## src/rtl/bus_timer_pkg.sv

```systemverilog
// Shared register map, CTRL bit positions and reset constants for the bus timer.
// Latency: n/a (types, constants and a byte-merge helper only).
// Backpressure: n/a.
package bus_timer_pkg;

    typedef enum logic [2:0] {
        TMR_CTRL     = 3'd0,
        TMR_PRESCALE = 3'd1,
        TMR_COUNT_LO = 3'd2,
        TMR_COUNT_HI = 3'd3,
        TMR_CMP_LO   = 3'd4,
        TMR_CMP_HI   = 3'd5,
        TMR_STATUS   = 3'd6,
        TMR_RSVD     = 3'd7
    } tmr_reg_e;

    localparam int CTRL_ENABLE   = 0;
    localparam int CTRL_IRQ_EN   = 1;
    localparam int CTRL_PERIODIC = 2;

    // Compare resets to all-ones so nothing fires before software programs it.
    localparam logic [63:0] CMP_RESET = 64'hFFFF_FFFF_FFFF_FFFF;

    function automatic logic [31:0] merge_bytes(input logic [31:0] old_val,
                                                input logic [31:0] new_val,
                                                input logic [3:0]  mask);
        logic [31:0] res;
        res = old_val;
        for (int i = 0; i < 4; i++) begin
            if (mask[i]) res[8*i +: 8] = new_val[8*i +: 8];
        end
        return res;
    endfunction

endpackage

```

## src/rtl/bus_timer_if.sv

```systemverilog
// System-bus slave port of the timer: access strobe, direction, address, write data/mask, read data.
// Latency: read data returns one cycle after the access is sampled.
// Backpressure: none; the slave accepts one access per cycle.
interface bus_timer_if;
    logic        system_bus_en;
    logic        system_bus_rdwr;
    logic [31:0] system_bus_addr;
    logic [31:0] system_bus_wr_data;
    logic [3:0]  system_bus_mask;
    logic [31:0] system_bus_rd_data;

    modport master (
        output system_bus_en, system_bus_rdwr, system_bus_addr,
               system_bus_wr_data, system_bus_mask,
        input  system_bus_rd_data
    );

    modport slave (
        input  system_bus_en, system_bus_rdwr, system_bus_addr,
               system_bus_wr_data, system_bus_mask,
        output system_bus_rd_data
    );
endinterface

```

## src/rtl/timer_prescaler.sv

```systemverilog
// Prescaler: counts 0..limit while enabled and emits a one-cycle tick on the limit value.
// Latency: tick is combinational from the registered count; limit = 0 ticks every enabled cycle.
// Backpressure: none; clr restarts the count from 0 and en = 0 holds it.
module timer_prescaler #(
    parameter int W = 16
) (
    input  logic         clk,
    input  logic         rst,
    input  logic         en,
    input  logic         clr,
    input  logic [W-1:0] limit,
    output logic         tick
);
    logic [W-1:0] cnt;

    assign tick = en && (cnt == limit);

    always_ff @(posedge clk) begin
        if (rst)       cnt <= '0;
        else if (clr)  cnt <= '0;
        else if (tick) cnt <= '0;
        else if (en)   cnt <= cnt + W'(1);
    end
endmodule

```

## src/rtl/bus_timer.sv

```systemverilog
// Memory-mapped 64-bit timer with prescaler, compare and level IRQ; BUS_TIMER_PERIODIC_EN adds auto-reload.
// Latency: writes take effect at the sampling edge; read data is registered (one cycle).
// Backpressure: none; single-cycle accesses are accepted back-to-back.
module bus_timer
    import bus_timer_pkg::*;
#(
    parameter int PRESCALE_W = 16
) (
    input  logic       clk,
    input  logic       rst,
    bus_timer_if.slave bus,
    output logic       timer_irq
);
    tmr_reg_e              off;
    logic                  wr_en;
    logic                  rd_en;
    logic                  ctrl_enable;
    logic                  ctrl_irq_en;
    logic                  ctrl_periodic;
    logic [PRESCALE_W-1:0] prescale;
    logic [63:0]           count;
    logic [63:0]           count_nxt;
    logic [63:0]           cmp;
    logic [31:0]           shadow;
    logic [31:0]           rd_mux;
    logic                  pending;
    logic                  pending_set;
    logic                  status_clr;
    logic                  tick;
    logic                  wrap;
    logic                  unused_addr;

    assign off         = tmr_reg_e'(bus.system_bus_addr[4:2]);
    assign wr_en       = bus.system_bus_en & bus.system_bus_rdwr;
    assign rd_en       = bus.system_bus_en & ~bus.system_bus_rdwr;
    assign unused_addr = ^{bus.system_bus_addr[31:5], bus.system_bus_addr[1:0]};
    assign status_clr  = wr_en && (off == TMR_STATUS) && bus.system_bus_mask[0]
                         && bus.system_bus_wr_data[0];

    timer_prescaler #(.W(PRESCALE_W)) u_prescaler (
        .clk   (clk),
        .rst   (rst),
        .en    (ctrl_enable),
        .clr   (wr_en && (off == TMR_PRESCALE)),
        .limit (prescale),
        .tick  (tick)
    );

`ifdef BUS_TIMER_PERIODIC_EN
    // Periodic mode reloads on the matching tick and ignores the >= compare.
    assign wrap        = tick & ctrl_periodic & (count == cmp);
    assign pending_set = ctrl_periodic ? wrap : (count >= cmp);

    always_ff @(posedge clk) begin
        if (rst)
            ctrl_periodic <= 1'b0;
        else if (wr_en && (off == TMR_CTRL) && bus.system_bus_mask[0])
            ctrl_periodic <= bus.system_bus_wr_data[CTRL_PERIODIC];
    end
`else
    assign ctrl_periodic = 1'b0;
    assign wrap          = 1'b0;
    assign pending_set   = count >= cmp;
`endif

    // A bus write to COUNT beats a same-cycle tick or reload.
    always_comb begin
        count_nxt = count;
        if (wr_en && (off == TMR_COUNT_LO))
            count_nxt[31:0] = merge_bytes(count[31:0], bus.system_bus_wr_data, bus.system_bus_mask);
        else if (wr_en && (off == TMR_COUNT_HI))
            count_nxt[63:32] = merge_bytes(count[63:32], bus.system_bus_wr_data, bus.system_bus_mask);
        else if (wrap)
            count_nxt = '0;
        else if (tick)
            count_nxt = count + 64'd1;
    end

    always_comb begin
        rd_mux = '0;
        case (off)
            TMR_CTRL: begin
                rd_mux[CTRL_ENABLE]   = ctrl_enable;
                rd_mux[CTRL_IRQ_EN]   = ctrl_irq_en;
                rd_mux[CTRL_PERIODIC] = ctrl_periodic;
            end
            TMR_PRESCALE: rd_mux    = 32'(prescale);
            TMR_COUNT_LO: rd_mux    = count[31:0];
            TMR_COUNT_HI: rd_mux    = shadow;
            TMR_CMP_LO:   rd_mux    = cmp[31:0];
            TMR_CMP_HI:   rd_mux    = cmp[63:32];
            TMR_STATUS:   rd_mux[0] = pending;
            default:      rd_mux    = '0;
        endcase
    end

    always_ff @(posedge clk) begin
        if (rst) begin
            ctrl_enable            <= 1'b0;
            ctrl_irq_en            <= 1'b0;
            prescale               <= '0;
            count                  <= '0;
            cmp                    <= CMP_RESET;
            shadow                 <= '0;
            pending                <= 1'b0;
            bus.system_bus_rd_data <= '0;
        end else begin
            count   <= count_nxt;
            pending <= pending_set | (pending & ~status_clr);
            if (wr_en) begin
                case (off)
                    TMR_CTRL: begin
                        if (bus.system_bus_mask[0]) begin
                            ctrl_enable <= bus.system_bus_wr_data[CTRL_ENABLE];
                            ctrl_irq_en <= bus.system_bus_wr_data[CTRL_IRQ_EN];
                        end
                    end
                    TMR_PRESCALE: prescale <= PRESCALE_W'(merge_bytes(32'(prescale),
                                                  bus.system_bus_wr_data, bus.system_bus_mask));
                    TMR_CMP_LO:   cmp[31:0] <= merge_bytes(cmp[31:0],
                                                  bus.system_bus_wr_data, bus.system_bus_mask);
                    TMR_CMP_HI:   cmp[63:32] <= merge_bytes(cmp[63:32],
                                                  bus.system_bus_wr_data, bus.system_bus_mask);
                    default: ;
                endcase
            end
            // Reading LO freezes HI so a LO/HI pair is coherent across a carry.
            if (rd_en) begin
                bus.system_bus_rd_data <= rd_mux;
                if (off == TMR_COUNT_LO) shadow <= count[63:32];
            end
        end
    end

    assign timer_irq = pending & ctrl_irq_en;

endmodule

```

## src/flat_wrapper.sv

```systemverilog
// flat-port wrapper written by rule: the top's interface ports become plain ports
module bus_timer_flat import bus_timer_pkg::*;
#(
    parameter int PRESCALE_W = 16
)
  (clk, rst, timer_irq, bus_system_bus_en, bus_system_bus_rdwr, bus_system_bus_addr, bus_system_bus_wr_data, bus_system_bus_mask, bus_system_bus_rd_data);
  bus_timer_if bus_i ();
  input  logic clk;
  input  logic rst;
  output logic timer_irq;
  input wire logic [$bits(bus_i.system_bus_en)-1:0] bus_system_bus_en;
  input wire logic [$bits(bus_i.system_bus_rdwr)-1:0] bus_system_bus_rdwr;
  input wire logic [$bits(bus_i.system_bus_addr)-1:0] bus_system_bus_addr;
  input wire logic [$bits(bus_i.system_bus_wr_data)-1:0] bus_system_bus_wr_data;
  input wire logic [$bits(bus_i.system_bus_mask)-1:0] bus_system_bus_mask;
  output wire logic [$bits(bus_i.system_bus_rd_data)-1:0] bus_system_bus_rd_data;
  assign bus_i.system_bus_en = bus_system_bus_en;
  assign bus_i.system_bus_rdwr = bus_system_bus_rdwr;
  assign bus_i.system_bus_addr = bus_system_bus_addr;
  assign bus_i.system_bus_wr_data = bus_system_bus_wr_data;
  assign bus_i.system_bus_mask = bus_system_bus_mask;
  assign bus_system_bus_rd_data = bus_i.system_bus_rd_data;
  bus_timer #(.PRESCALE_W(PRESCALE_W)) u_core (.clk(clk), .rst(rst), .bus(bus_i), .timer_irq(timer_irq));
endmodule
```

## config.mk

```make
export PLATFORM = sky130hd
export DESIGN_NAME = bus_timer_flat
export DESIGN_NICKNAME = d
export VERILOG_FILES = /design/src/rtl/bus_timer_pkg.sv /design/src/rtl/bus_timer_if.sv /design/src/rtl/timer_prescaler.sv /design/src/rtl/bus_timer.sv /design/src/flat_wrapper.sv
export SDC_FILE = /design/constraint.sdc
export NUM_CORES = 1
export LEC_CHECK = 0
export ABC_AREA = 0
export CELL_PAD_IN_SITES_DETAIL_PLACEMENT = 1
export CELL_PAD_IN_SITES_GLOBAL_PLACEMENT = 1
export CORE_MARGIN = 2
export CORE_UTILIZATION = 44
export CTS_CLUSTER_DIAMETER = 150
export DETAILED_ROUTE_END_ITERATION = 10
export HOLD_SLACK_MARGIN = 0.15
export PLACE_DENSITY_LB_ADDON = 0.3
export SLEW_MARGIN = 5
export SYNTH_ARGS = -nofsm -noshare
export SYNTH_HDL_FRONTEND = slang
export SYNTH_SLANG_ARGS = --single-unit
```

## constraint.sdc

```tcl
create_clock -name clk -period 2.6 [get_ports clk]
set_clock_uncertainty 0.15 [all_clocks]
set_input_delay 0.52 -clock clk [delete_from_list [all_inputs] [get_ports clk]]
set_output_delay 0.52 -clock clk [all_outputs]
set_load 0.05 [all_outputs]
```

-- Word level (Yosys, flattened, before mapping)
Index checks and enable logic that the tools add are counted.
- add/sub/neg operators: 2
- multipliers: 0
- div/mod/pow operators: 0
- magnitude comparators: 1
- equal/unequal tests: 16
- shifts and indexed selects: 0
- muxes and demuxes: 11
- bitwise logic cells: 8
- reductions and logical operators: 31
- operator list (operator ; count):
    29-bit one-hot mux with 5 select lines ; 1
    32-bit 2-to-1 mux ; 3
    64-bit by 1-bit adder with 64-bit output (second input constant) ; 1
    64-bit >= comparator ; 1
    64-bit 2-to-1 mux ; 1
    3-bit AND reduction ; 19
    8-bit 2-to-1 mux ; 4
    16-bit by 1-bit adder with 16-bit output (second input constant) ; 1
    16-bit == test ; 1
    2-bit inequality test (second input constant) ; 8
    2-bit one-hot mux with 6 select lines ; 1
    3-bit == test (second input constant) ; 3
    1-bit logical AND ; 7
    1-bit one-hot mux with 7 select lines ; 1
    3-bit by 2-bit == test with 1-bit output (second input constant) ; 2
    1-bit AND ; 4
    2-bit nonzero test ; 2
    3-bit by 1-bit == test with 1-bit output (second input constant) ; 1
    3-bit logical NOT ; 1
    1-bit inverter ; 3
    3-bit OR reduction ; 1
    2-bit by 1-bit inequality test with 1-bit output (second input constant) ; 1
    2-bit AND reduction ; 1
    1-bit OR ; 1
- bits in registers: 227
- bits in latches: 0
- RAM bits: 0
- ROM bits: 0
- bits of input ports: 72
- memories kept: 0

-- Depth between registers and ports, before layout
Gate-level depths: netlist (run 1).
- word-level depth: 7
- gate-level depth with buffers: 10
- mapped depth without buffers: 8

-- Hierarchy
A second synthesis (run 1) with hierarchy kept.
- cell total of the unflattened synthesis: 1657
- area, all modules: 12787.3 µm²
- modules (own cells, without submodules) (module ; times used ; cells an instance ; area each (µm²) ; sequential area each (µm²)):
    bus_timer ; 1 ; 1557 ; 11908.9 ; 4224.1
    timer_prescaler ; 1 ; 100 ; 878.3 ; 320.3

-- Worst setup path before layout (run 1)
Ideal clock, no wire load.
- path kind: input -> register
- start point: in bus_system_bus_addr[4]
- end point: reg u_core.count[10]
- library setup time: 0.086 ns
- data arrival time: 2.221 ns
- slack: 0.142 ns
- cell stages on the path: 9
- path buffers: 4
- cell sequence: buf_2 > nand2b_1 > buf_2 > nor3_1 > buf_2 > buf_2 > nand2_1 > o2bb2ai_1 > a221oi_2
- longest elaborated chain between the ends: 4
- ends and longest elaborated chain (element ; line ; source):
    start, declared ; flat_wrapper.sv:13 ; input wire logic [$bits(bus_i.system_bus_addr)-1:0] bus_system_bus_addr;
    3-bit by 2-bit == test with 1-bit output, on equally long branches ; bus_timer.sv:69, bus_timer.sv:71 ;
    1-bit logical AND, on equally long branches ; bus_timer.sv:69, bus_timer.sv:71 ;
    2-bit inequality test (no line) (tied with other cells) ; -- ;
    3-bit AND reduction (no line) ; -- ;
    end signal, assigned ; bus_timer.sv:108 ; count <= count_nxt;
    end, declared ; bus_timer.sv:21 ; logic [63:0] count;
Several ways; a longest one is shown, not always the timed one.
A chain may end at the register's enable or synchronous reset.

-- Final worst setup path (run 1)
- start point: reg u_core.count[5]
- end point: reg u_core.count[25]
- longest elaborated chain between the ends: 4
- ends and longest elaborated chain (element ; line ; source):
    64-bit by 1-bit adder with 64-bit output ; bus_timer.sv:76 ; count_nxt = count + 64'd1;
    64-bit 2-to-1 mux ; bus_timer.sv:75 ; else if (tick)
    32-bit 2-to-1 mux ; bus_timer.sv:71 ; else if (wr_en && (off == TMR_COUNT_HI))
    32-bit 2-to-1 mux ; bus_timer.sv:69 ; if (wr_en && (off == TMR_COUNT_LO))
Every way passes these cells. The select of a mux whose other input is x is not followed.

==> results of run 1 <==
-- power groups by stage --
| stage | sequential [W] | combinational, W | clock (W) |
|---|---|---|---|
| finish | 0.00354 | 0.000729 | 0.00396 |
| global route | 0.00354 | 0.000769 | 0.00415 |
| CTS | 0.00354 | 0.000718 | 0.00399 |
| detailed placement | 0.00362 | 0.000709 | 0 |
| global placement | 0.00362 | 0.000694 | 0 |
| floorplan | 0.00369 | 0.000291 | 0 |
-- cell type report --
cell class	count	area, sq um
multi-input combinational	1223	7850
fill	3586	12900
timing repair buffer	271	2410
clock buffer	39	811
sequential	227	4550
tap	390	488
inverter	87	327
clock inverter	10	110
-- cell usage after synthesis (20+ instances only) --
| library cell | n |
|---|---|
| nand2_1 | 248 |
| dfxtp_1 | 227 |
| nor2_1 | 128 |
| a21oi_1 | 123 |
| clkbuf_1 | 91 |
| inv_1 | 87 |
| o211ai_1 | 70 |
| ha_1 | 66 |
| mux2i_1 | 60 |
| o21ai_0 | 56 |
| a22oi_1 | 47 |
| nand3_1 | 40 |
| nand4_1 | 39 |
| nor3_1 | 37 |
| o32ai_1 | 24 |
| xor2_1 | 24 |
| o22ai_1 | 23 |
| buf_2 | 20 |
-- registers in the layout, indices dropped and copies added (netlist names) --
signal and count:
u_core.count 64, u_core.prescale 16, u_core.shadow 32, u_core.ctrl_enable 1, u_core.u_prescaler.cnt 16, u_core.pending 1, u_core.cmp 64, u_core.bus.system_bus_rd_data 32
u_core.ctrl_irq_en 1
-- logic make-up (layout without fill, tap and decap cells) --
group,after synthesis,after routing,synth area share [%]
flip-flops,227,227,34.6
AND/OR/NAND/NOR,599,599,21.7
buffers and inverters,209,407,6.35
AO/OA/AOI/OAI,466,466,24.3
XOR/XNOR,31,31,2.07
adder cells (fa/ha/maj),66,66,6.29
multiplexers,61,61,4.66
-- worst reg2reg max path: cells and delay by family, from the launching register on --
family | cells | cell delay (ps)
AO/OA/AOI/OAI | 3 | 500
buffers and inverters | 1 | 180
flip-flops | 1 | 440
AND/OR/NAND/NOR | 3 | 1220
-- worst min path at each step --
stage / start / to / slack, ps
final: rst / u_core.shadow[30]$_SDFFE_PP0P_ / 230
after global routing: rst / u_core.shadow[31]$_SDFFE_PP0P_ / 220
after floorplan: u_core.shadow[0]$_SDFFE_PP0P_ / u_core.shadow[0]$_SDFFE_PP0P_ / 280
after global placement: u_core.shadow[0]$_SDFFE_PP0P_ / u_core.shadow[0]$_SDFFE_PP0P_ / 290
after CTS: rst / u_core.shadow[30]$_SDFFE_PP0P_ / 200
after detailed placement: u_core.shadow[0]$_SDFFE_PP0P_ / u_core.shadow[0]$_SDFFE_PP0P_ / 290
-- metal layers --
layer	vias to the layer above	track usage, %
li1	6448	-
met1	7048	44.5
met2	592	55.2
met3	157	4.23
met4	2	12.1
met5	-	0
-- through the flow --
step,util [%],area [sq um],hold WS (ps),cells
after CTS,55.9,16500,205,2246
after floorplan,-,13100,282,1659
after global routing,56.1,16500,225,2247
final,56.1,16500,228,2247
after detailed placement,52.6,15500,294,2196
after global placement,52.6,15500,291,2196
-- timing repair --
action | CTS | global route
cloned | 1 | 0
gates resized for setup | 10 | 13
setup endpoints to repair | 17 | 31
setup buffers | 0 | 1
pin swaps | 4 | 3
==> out/qor.csv, run 1 <==
stage,metric,value,unit
worst_setup_path,critPathBufInv,1,
sta,layout_min_cycle_time,2550,ps
worst_setup_path,crit-reg2reg-launch,u_core.count[5]$_SDFFE_PP0P_,
global_route,grtUsageTotal,33.4,%
yosys,netlist_top_cells_area,"dfxtp_1, nand2_1, ha_1",
yosys,synth_top_area_share,34.6,%
detailed_routing,drc,0,
worst_setup_path,worstSetupEndpointType,flop,
sta,tightest_slew,1210,ps
cells_and_area,n_diodes,0,
global_route,grt_first_pass_wirelength,82200,um
clocking,clkTransAtPathRegs,60,ps
sta,timing.max_slew.rel_slack,18.8,%
global_route,via_count_of_the_first_global_routing_pass,14700,
worst_setup_path,startpoint,u_core.count[5]$_SDFFE_PP0P_,
cells_and_area,most-common-layout-cells,"nand2_1, dfxtp_1, buf_4, nor2_1, a21oi_1",
die,design.portCount,105,
sta,final-max-slew-violation-count,0,
yosys,mappedNetlistNets,1797,
placement,post-dp-hpwl,38000,um
die,fp-row-count,63,
detailed_routing,drt_pass1_iterations,6,
worst_setup_path,worst_ep_arrival_time,2890,ps
sta,fmax,392,MHz
worst_setup_path,reg2reg_to,u_core.count[25]$_SDFFE_PP0P_,
placement,place_ws,-453,ps
yosys,synth_seq_area_share,34.6,%
detailed_routing,first_iter_violations,1222,
detailed_routing,detailroute.wirelength.met3,3740,um
yosys,post_synth_instance_area,0.0131,sq mm
detailed_routing,postRouteAntennaNets,0,
worst_setup_path,critPathRequiredTime,2940,ps
die,core_region_area,0.0295,sq mm
cells_and_area,syn2layout_area_growth,26.0,%
clocking,clockRootBuffer,clkbuf_16,
clocking,cts_htree_levels,1,
yosys,synth_edf_count,0,
pwr,power_per_cell_area,498,mW/mm^2
sta,rsz_0062_raised_after_global_routing,no,
detailed_routing,finalWirelength,52900,um
clocking,cts_tree,yes,
global_route,grt_antenna_before_repair,1,
worst_setup_path,worstSetupStartpointType,flop,
yosys,distinct_cell_type_count_after_synthesis,74,
clocking,post_cts_hold_buffer_count,0,
placement,gp_routability_congestion,0.965,
yosys,yosys_register_bits,227,
sta,final.setup.tns,0,ps
worst_setup_path,worstPathMaxFanout,5,
worst_setup_path,reg2reg_setup_slack,50,ps
cells_and_area,mostFrequentLayoutCell,nand2_1,
pwr,swShare,25.6,%
global_route,grt_start_max_net_pins,87,
placement,numPortBuffers,75,
cells_and_area,nets,1975,
run_status,outcome,completed,
yosys,syn_inst_count,1659,
clocking,clockBufferDepth,3,
yosys,synth_top_flop_cell,dfxtp_1,
clocking,clkLatencyLatePin,550,ps
cells_and_area,drive_above_1_share,16.0,%
die,dieWidth,177,um
detailed_routing,route.vias.total,14200,
worst_setup_path,critical_path_depth,7,
worst_setup_path,crit_path_end,u_core.count[25]$_SDFFE_PP0P_,
detailed_routing,routedWlPerCell,23.6,um
die,die_height,177,um
sta,post-route-period-util,98.1,%
pwr,net_switching_power,0.00211,W
die,die_area,0.0312,sq mm
pwr,pwr-share-clk,48.1,%
worst_setup_path,critPathKind,flop to flop,
clocking,numCtsBuffers,27,
yosys,synthesis.yosys.warnings,0,
worst_setup_path,r2r.worst_path.cells,7,
pwr,ir_drop,0.000453,V
pwr,combinationalPowerShare,8.9,%
yosys,avgSynthCellArea,7.91,sq um
detailed_routing,wl_met2,24500,um
pwr,power,0.00823,W
detailed_routing,dr.max_layer_used,met5,
sta,report.final.hold_viol_count,0,
worst_setup_path,worst_path_largest_cell_delay,520,ps
pwr,leakage,6.92,nW
worst_setup_path,cp_top_family,simple AND/OR/NAND/NOR gates,
detailed_routing,route.detailed.vias_per_inst,6.34,
hold_path,worst_hold_path.num_cells,2,
pwr,p_int,0.00612,W
die,initial_core_util,44.5,%
sta,setup_viol,0,
yosys,async_flop_share,0,%
flow_run,maxCapViolations,0,
pwr,seqPwrFrac,43.0,%
worst_setup_path,cp_cell_sequence,buf_4 -> and4_1 -> nand4_1 -> nor3_1 -> a31oi_1 -> a21oi_1 -> o221a_2,
clocking,tritoncts_num_sinks,227,
worst_setup_path,timing.critical_path.slowest_stage_cell,nor3_1,
hold_path,holdCritPathClass,primary input to flop,
yosys,post-synth-top-area-cell,dfxtp_1,
sta,finalWorstSetupSlack,48.6,ps
detailed_routing,wl_met1,22700,um
global_route,grt.overflow.total,0,
No activity file was read; power rests on OpenSTA's default activity.
==> run 2, diff against run 1 <==
ABC_AREA = unset   (was 0)
SETUP_SLACK_MARGIN = 0.2   (was unset)
==> run 2 against run 1 <==
Net effect:
- cell count up 0.67%
- largest cell class unchanged
- register-to-register slack lost 40 ps
- global-route usage rose by 1.5 points
- critical path type unchanged
- first-iteration DRC count is 13% higher
- clock power up 5%
- sequential cell count is the same
- design area grew 4.4%
- routed wire length grew 9.9%
- hold slack improved by 25 ps
- die area unchanged
- critical endpoint is now u_core.pending$_SDFF_PP0_
==> out/qor.csv, run 2 (same netlist as run 1, synthesis figures left out) <==
stage,metric,value,unit,change
worst_setup_path,worstPathMaxFanout,5,,unchanged
placement,numPortBuffers,75,,unchanged
sta,final-max-slew-violation-count,0,,unchanged
die,fp-row-count,63,,unchanged
worst_setup_path,worst_path_largest_cell_delay,360,ps,-160 ps
die,initial_core_util,44.5,%,unchanged
die,core_region_area,0.0295,sq mm,unchanged
cells_and_area,nets,1991,,+0.81%
sta,layout_min_cycle_time,2590,ps,+40.6 ps
worst_setup_path,cp_top_family,buffers and inverters,,
cells_and_area,layout_top_registers,"u_core.cmp: 64 flops, u_core.count: 64 flops",,
worst_setup_path,critPathKind,flop to flop,,
detailed_routing,route.detailed.vias_per_inst,6.55,,+3.2%
cells_and_area,mostFrequentLayoutCell,nand2_1,,
clocking,cts_htree_levels,1,,unchanged
detailed_routing,drc,0,,unchanged
clocking,post_cts_hold_buffer_count,0,,unchanged
worst_setup_path,worst_ep_arrival_time,2880,ps,about the same
run_status,outcome,completed,,
global_route,grtUsageTotal,34.9,%,+1.5 points
cells_and_area,final_cell_count_no_fill,2262,,+0.67%
cells_and_area,fill_cells,3484,,-2.8%
clocking,clockRootBuffer,clkbuf_16,,
flow_run,maxCapViolations,0,,unchanged
detailed_routing,finalWirelength,58200,um,+9.9%
worst_setup_path,critPathBufInv,7,,+6
sta,tightest_slew,871,ps,-337 ps
global_route,grt_first_pass_wirelength,85400,um,+4.0%
global_route,grt.overflow.total,0,,unchanged
die,die_height,177,um,unchanged
clocking,clkLatencyLatePin,550,ps,about the same
pwr,ir_drop,0.000474,V,+4.7%
sta,post-route-period-util,99.7,%,+1.6 points
detailed_routing,drt_pass1_iterations,5,,-1
sta,report.final.hold_viol_count,0,,unchanged
detailed_routing,route.vias.total,14800,,+3.9%
die,dieWidth,177,um,unchanged
pwr,power,0.00846,W,+2.8%
worst_setup_path,timing.critical_path.slowest_stage_cell,dfxtp_2,,
placement,placed_cell_area,0.0155,sq mm,-0.20%
cells_and_area,n_diodes,0,,unchanged
worst_setup_path,worstSetupStartpointType,flop,,
sta,fmax,386,MHz,-1.6%
worst_setup_path,cp_cell_sequence,ha_4 -> nand4_1 -> buf_4 -> buf_4 -> buf_4 -> buf_4 -> buf_4 -> buf_4 -> buf_4 -> nor3b_2 -> nor4_2 -> o21ai_2,,
pwr,power_per_cell_area,490,mW/mm^2,-1.5%
clocking,clockBufferDepth,3,,unchanged
cells_and_area,design_area,0.0173,sq mm,+4.4%
die,design.portCount,105,,unchanged
sta,rsz_0062_raised_after_global_routing,yes,,
clocking,cts_tree,yes,,
hold_path,holdCritPathClass,primary input to flop,,
placement,gp_routability_congestion,0.913,,-5.4%
placement,place_inst,2191,,-0.23%
worst_setup_path,cpMostUsedCell,buf_4,,
clocking,clkTransAtPathRegs,60,ps,about the same
cells_and_area,most-common-layout-cells,"nand2_1, dfxtp_1, buf_4, nor2_1, a21oi_1",,
detailed_routing,routedWlPerCell,25.7,um,+9.2%
sta,timing.max_slew.rel_slack,41.9,%,+23 points
cells_and_area,utilization,58.6,%,+2.5 points
placement,post-dp-hpwl,38400,um,+1.1%
die,die_area,0.0312,sq mm,unchanged
global_route,grt_antenna_before_repair,0,,-1
cells_and_area,syn2layout_area_growth,31.6,%,
worst_setup_path,worstSetupEndpointType,flop,,
cells_and_area,drive_above_1_share,21.5,%,+5.4 points
global_route,via_count_of_the_first_global_routing_pass,15200,,+3.9%
worst_setup_path,critPathRequiredTime,2890,ps,-50 ps
clocking,numCtsBuffers,27,,unchanged
sta,setup_viol,0,,unchanged
detailed_routing,first_iter_violations,1378,,+13%
clocking,tritoncts_num_sinks,227,,unchanged
detailed_routing,postRouteAntennaNets,0,,unchanged
pwr,leakage,7.34,nW,+6.1%
global_route,grt_start_max_net_pins,68,,-22%
-- run 2: final timing paths --
path / start / to / slack, ps / cells past startpoint
setup / recovery: u_core.count[15]$_SDFFE_PP0P_ / u_core.pending$_SDFF_PP0_ / 8 / 12
hold / removal: rst / u_core.bus.system_bus_rd_data[16]$_SDFFE_PP0P_ / 250 / 2
setup reg to reg: u_core.count[15]$_SDFFE_PP0P_ / u_core.pending$_SDFF_PP0_ / 8 / 12
hold reg to reg: u_core.shadow[19]$_SDFFE_PP0P_ / u_core.shadow[19]$_SDFFE_PP0P_ / 310 / 2
-- run 2: cell type report --
class                   count  area (sq um)  area share (%)
clock inverters            13           195            1.13
repair buffers            287          2620            15.2
clock buffers              35           756            4.38
well taps                 390           488            2.83
multi-input cells        1223          8300            48.1
inverters                  87           327            1.89
flip-flops and latches    227          4570            26.5
-- run 2: what timing repair did --
item | CTS | global route
setup buffers | 20 | 2
gates resized for setup | 50 | 118
gates cloned | 1 | 0
pin swaps | 19 | 50
endpoints found under the setup margin | 99 | 85
-- run 2: power breakdown --
group | switching, W | internal, W | total, W
sequential | 0.0000243 | 0.00352 | 0.00354
combinational | 0.000507 | 0.000258 | 0.000765
clock | 0.00162 | 0.00253 | 0.00416
total | 0.00216 | 0.00631 | 0.00846
-- run 2: worst register-to-register path: cells and delay by family (launching register included) --
| kind | cells | cell delay (ps) |
|---|---|---|
| buf+inv | 7 | 940 |
| simple gates | 3 | 510 |
| flops | 1 | 360 |
| fa+ha+maj | 1 | 280 |
| compound gates | 1 | 220 |
-- run 2: metal layers --
layer | up-vias | part of all wire, % | global-route usage [%]
met3 | 219 | 9.4 | 9.04
met4 | 0 | 4.5 | 15.5
met5 | - | 0 | 0
met2 | 781 | 47 | 58.0
met1 | 7328 | 39 | 42.4
li1 | 6479 | - | -
-- run 2: metrics by stage --
stage | setup WS, ps | hold WS, ps | setup TNS, ps
2_1_floorplan | 208 | 282 | 0
6_report | 8.02 | 253 | 0
3_5_place_dp | -450 | 299 | -44080
3_3_place_gp | -369 | 292 | -37340
4_1_cts | 76.3 | 207 | 0
5_1_grt | -41.7 | 247 | -88.6
==> run 3, diff against run 2 <==
CTS_CLUSTER_SIZE = 10   (was unset)
GPL_TIMING_DRIVEN = 0   (was unset)
==> run 3 against run 2 <==
Net effect:
- the flow now finishes with violations (negative setup slack)
- combinational power up 7.1%
- sequential cell count stayed put
- critical path depth fell by 2
- routed wire length is 11% higher
- utilization is 0.46 points lower
- via count increased by 1.9%
- sequential share of layout area is 0.47 points higher
- clock-buffer cell count fell by 8
- critical path type unchanged
==> out/qor.csv, run 3 (same netlist as run 1, synthesis figures left out) <==
stage,metric,value,unit,change
run_status,outcome,finished with violations,,
run_status,violations,negative setup slack,,
global_route,grt_first_pass_wirelength,93200,um,+9.0%
detailed_routing,first_iter_violations,1672,,+21%
worst_setup_path,reg2reg_to,u_core.count[4]$_SDFFE_PP0P_,,
worst_setup_path,critPathBufInv,4,,-3
pwr,swShare,27.5,%,+2.0 points
die,die_height,177,um,unchanged
die,core_region_area,0.0295,sq mm,unchanged
cells_and_area,multiInputGateArea,0.00878,sq mm,+5.7%
sta,final.setup.tns,-248,ps,-248 ps
global_route,grt_antenna_before_repair,1,,+1
detailed_routing,routedWlPerCell,29.0,um,+13%
pwr,pwr-share-clk,43.2,%,-5.9 points
global_route,globalRoute.busiestLayer,met2,,
worst_setup_path,worstPathMaxFanout,5,,unchanged
cells_and_area,syn2layout_area_growth,30.5,%,
detailed_routing,drc,0,,unchanged
clocking,clockRootBuffer,clkbuf_16,,
sta,finalWorstSetupSlack,-111,ps,-119 ps
detailed_routing,drt_pass1_iterations,6,,+1
global_route,grtUsageTotal,39.3,%,+4.5 points
cells_and_area,drive_above_1_share,22.1,%,+0.60 points
placement,numPortBuffers,73,,-2.7%
worst_setup_path,startpoint,u_core.u_prescaler.cnt[10]$_SDFFE_PP0P_,,
detailed_routing,postRouteAntennaNets,0,,unchanged
worst_setup_path,critical_path_depth,10,,-2
flow_run,maxCapViolations,0,,unchanged
sta,setup_viol,7,,+7
worst_setup_path,worst_path_largest_cell_delay,350,ps,about the same
worst_setup_path,cpMostUsedCell,buf_6,,
pwr,leakage,6.97,nW,-5.1%
cells_and_area,final-seq-area,0.00462,sq mm,+0.98%
worst_setup_path,crit_path_end,u_core.count[4]$_SDFFE_PP0P_,,
clocking,cts_tree,yes,,
pwr,net_switching_power,0.00211,W,-2.1%
hold_path,hp-start,u_core.shadow[14]$_SDFFE_PP0P_,,
sta,timing.max_slew.rel_slack,25.8,%,-16 points
pwr,power_per_cell_area,448,mW/mm^2,-8.6%
worst_setup_path,r2r.worst_path.cells,10,,-2
worst_setup_path,timing.critical_path.slowest_stage_cell,dfxtp_4,,
hold_path,holdCritPathClass,flop to flop,,
cells_and_area,nets,1968,,-1.2%
worst_setup_path,crit-reg2reg-launch,u_core.u_prescaler.cnt[10]$_SDFFE_PP0P_,,
cells_and_area,design_area,0.0171,sq mm,-0.79%
sta,fmax,369,MHz,-4.4%
global_route,gr-usage-met3,11.8,%,+2.7 points
clocking,clockBufferDepth,3,,unchanged
worst_setup_path,critPathKind,flop to flop,,
global_route,grt_start_max_net_pins,13,,-81%
clocking,tritoncts_num_sinks,227,,unchanged
sta,rsz_0062_raised_after_global_routing,yes,,
placement,gp_routability_congestion,1.00,,+9.9%
placement,placed_cell_area,0.0144,sq mm,-7.1%
die,fp-row-count,63,,unchanged
cells_and_area,layout_top_registers,"u_core.cmp: 64 flops, u_core.count: 64 flops",,
pwr,ir_drop,0.000436,V,-8.0%
die,die_area,0.0312,sq mm,unchanged
worst_setup_path,reg2reg_setup_slack,-110,ps,-120 ps
detailed_routing,route.detailed.vias_per_inst,6.80,,+3.9%
cells_and_area,fill_cells,3475,,-0.26%
sta,layout_min_cycle_time,2710,ps,+119 ps
cells_and_area,mostFrequentLayoutCell,nand2_1,,
detailed_routing,finalWirelength,64400,um,+11%
sta,post-route-period-util,104,%,+4.6 points
placement,post-dp-hpwl,43700,um,+14%
detailed_routing,route.vias.total,15100,,+1.9%
cells_and_area,n_diodes,0,,unchanged
die,initial_core_util,44.5,%,unchanged
worst_setup_path,cp_top_family,simple AND/OR/NAND/NOR gates,,
cells_and_area,most-common-layout-cells,"nand2_1, dfxtp_1, nor2_1, a21oi_1, inv_1",,
die,dieWidth,177,um,unchanged
worst_setup_path,worst_ep_arrival_time,2990,ps,+110 ps
clocking,clkTransAtPathRegs,60,ps,about the same
sta,report.final.hold_viol_count,0,,unchanged
global_route,grt.overflow.total,0,,unchanged
worst_setup_path,cp_cell_sequence,xor2_2 -> nor4_2 -> nand3_2 -> buf_6 -> nor4_4 -> buf_6 -> buf_6 -> buf_12 -> o22ai_2 -> a32o_1,,
sta,final-max-slew-violation-count,0,,unchanged
pwr,combinationalPowerShare,10.7,%,+1.7 points
worst_setup_path,critPathRequiredTime,2880,ps,about the same
global_route,gr-usage-met2,59.0,%,+1.0 points
sta,tightest_slew,1110,ps,+242 ps
global_route,via_count_of_the_first_global_routing_pass,15200,,-0.19%
clocking,cts_htree_levels,1,,unchanged
die,design.portCount,105,,unchanged
pwr,seqPwrFrac,46.2,%,+4.4 points
pwr,p_int,0.00556,W,-12%
clocking,numCtsBuffers,26,,-3.7%
worst_setup_path,worstSetupEndpointType,flop,,
placement,place_ws,-1230,ps,-778 ps
clocking,clkLatencyLatePin,560,ps,about the same
worst_setup_path,worstSetupStartpointType,flop,,
global_route,groute.layer.met1.usage,51.4,%,+9.1 points
## run 3: cell type report
type,count,share of cell area [%]
Clock inverter,1,0.0292
Inverter,87,1.91
Clock buffer,27,3.94
Tap cell,390,2.85
Sequential cell,227,27.0
Buffer,122,4.38
Timing Repair Buffer,143,8.70
Multi-Input combinational cell,1223,51.2
## run 3: tightest hold or removal path, cell delays in order, from the launching register on
cell,delay [ps]
dfxtp_1,310
nand2_1,50
a21oi_1,50
## run 3: worst min path at each step
stage | end | slack [ps] | cells after the start
final | u_core.shadow[14]$_SDFFE_PP0P_ | 310 | 2
after global routing | u_core.shadow[13]$_SDFFE_PP0P_ | 330 | 2
after CTS | u_core.shadow[6]$_SDFFE_PP0P_ | 310 | 2
after detailed placement | u_core.shadow[6]$_SDFFE_PP0P_ | 300 | 2
after global placement | u_core.shadow[2]$_SDFFE_PP0P_ | 290 | 2
after floorplan | u_core.shadow[0]$_SDFFE_PP0P_ | 280 | 2
## run 3: metrics by stage
stage	std cells	power (W)	util [%]	hold slack (ps)
floorplan	1659	0.00398	-	282
global placement	2122	0.00432	48.7	292
detailed placement	2122	0.00433	48.7	301
CTS	2203	0.00760	55.7	309
global route	2220	0.00781	58.1	333
finish	2220	0.00767	58.1	310
## run 3: power by group through the flow
stage,clock network [W],registers [W],logic (W)
finish,0.00331,0.00354,0.000819
global route,0.00343,0.00354,0.000844
CTS,0.00330,0.00354,0.000758
detailed placement,0,0.00362,0.000712
global placement,0,0.00362,0.000700
floorplan,0,0.00369,0.000292
## run 3: repair_timing
item | in CTS | in global routing
resized for setup | 258 | 168
setup buffers | 47 | 16
pin swaps | 67 | 40
hold buffers | 0 | 0
cloned | 6 | 1
setup endpoints to repair | 223 | 216
endpoints found under the hold margin | 0 | 0
## run 3: metal layers
metal / up-vias / part of all wire [%]
met3: 270 / 12
met4: 4 / 5.5
met5: - / 0.17
met2: 972 / 43
li1: 6414 / -
met1: 7434 / 40
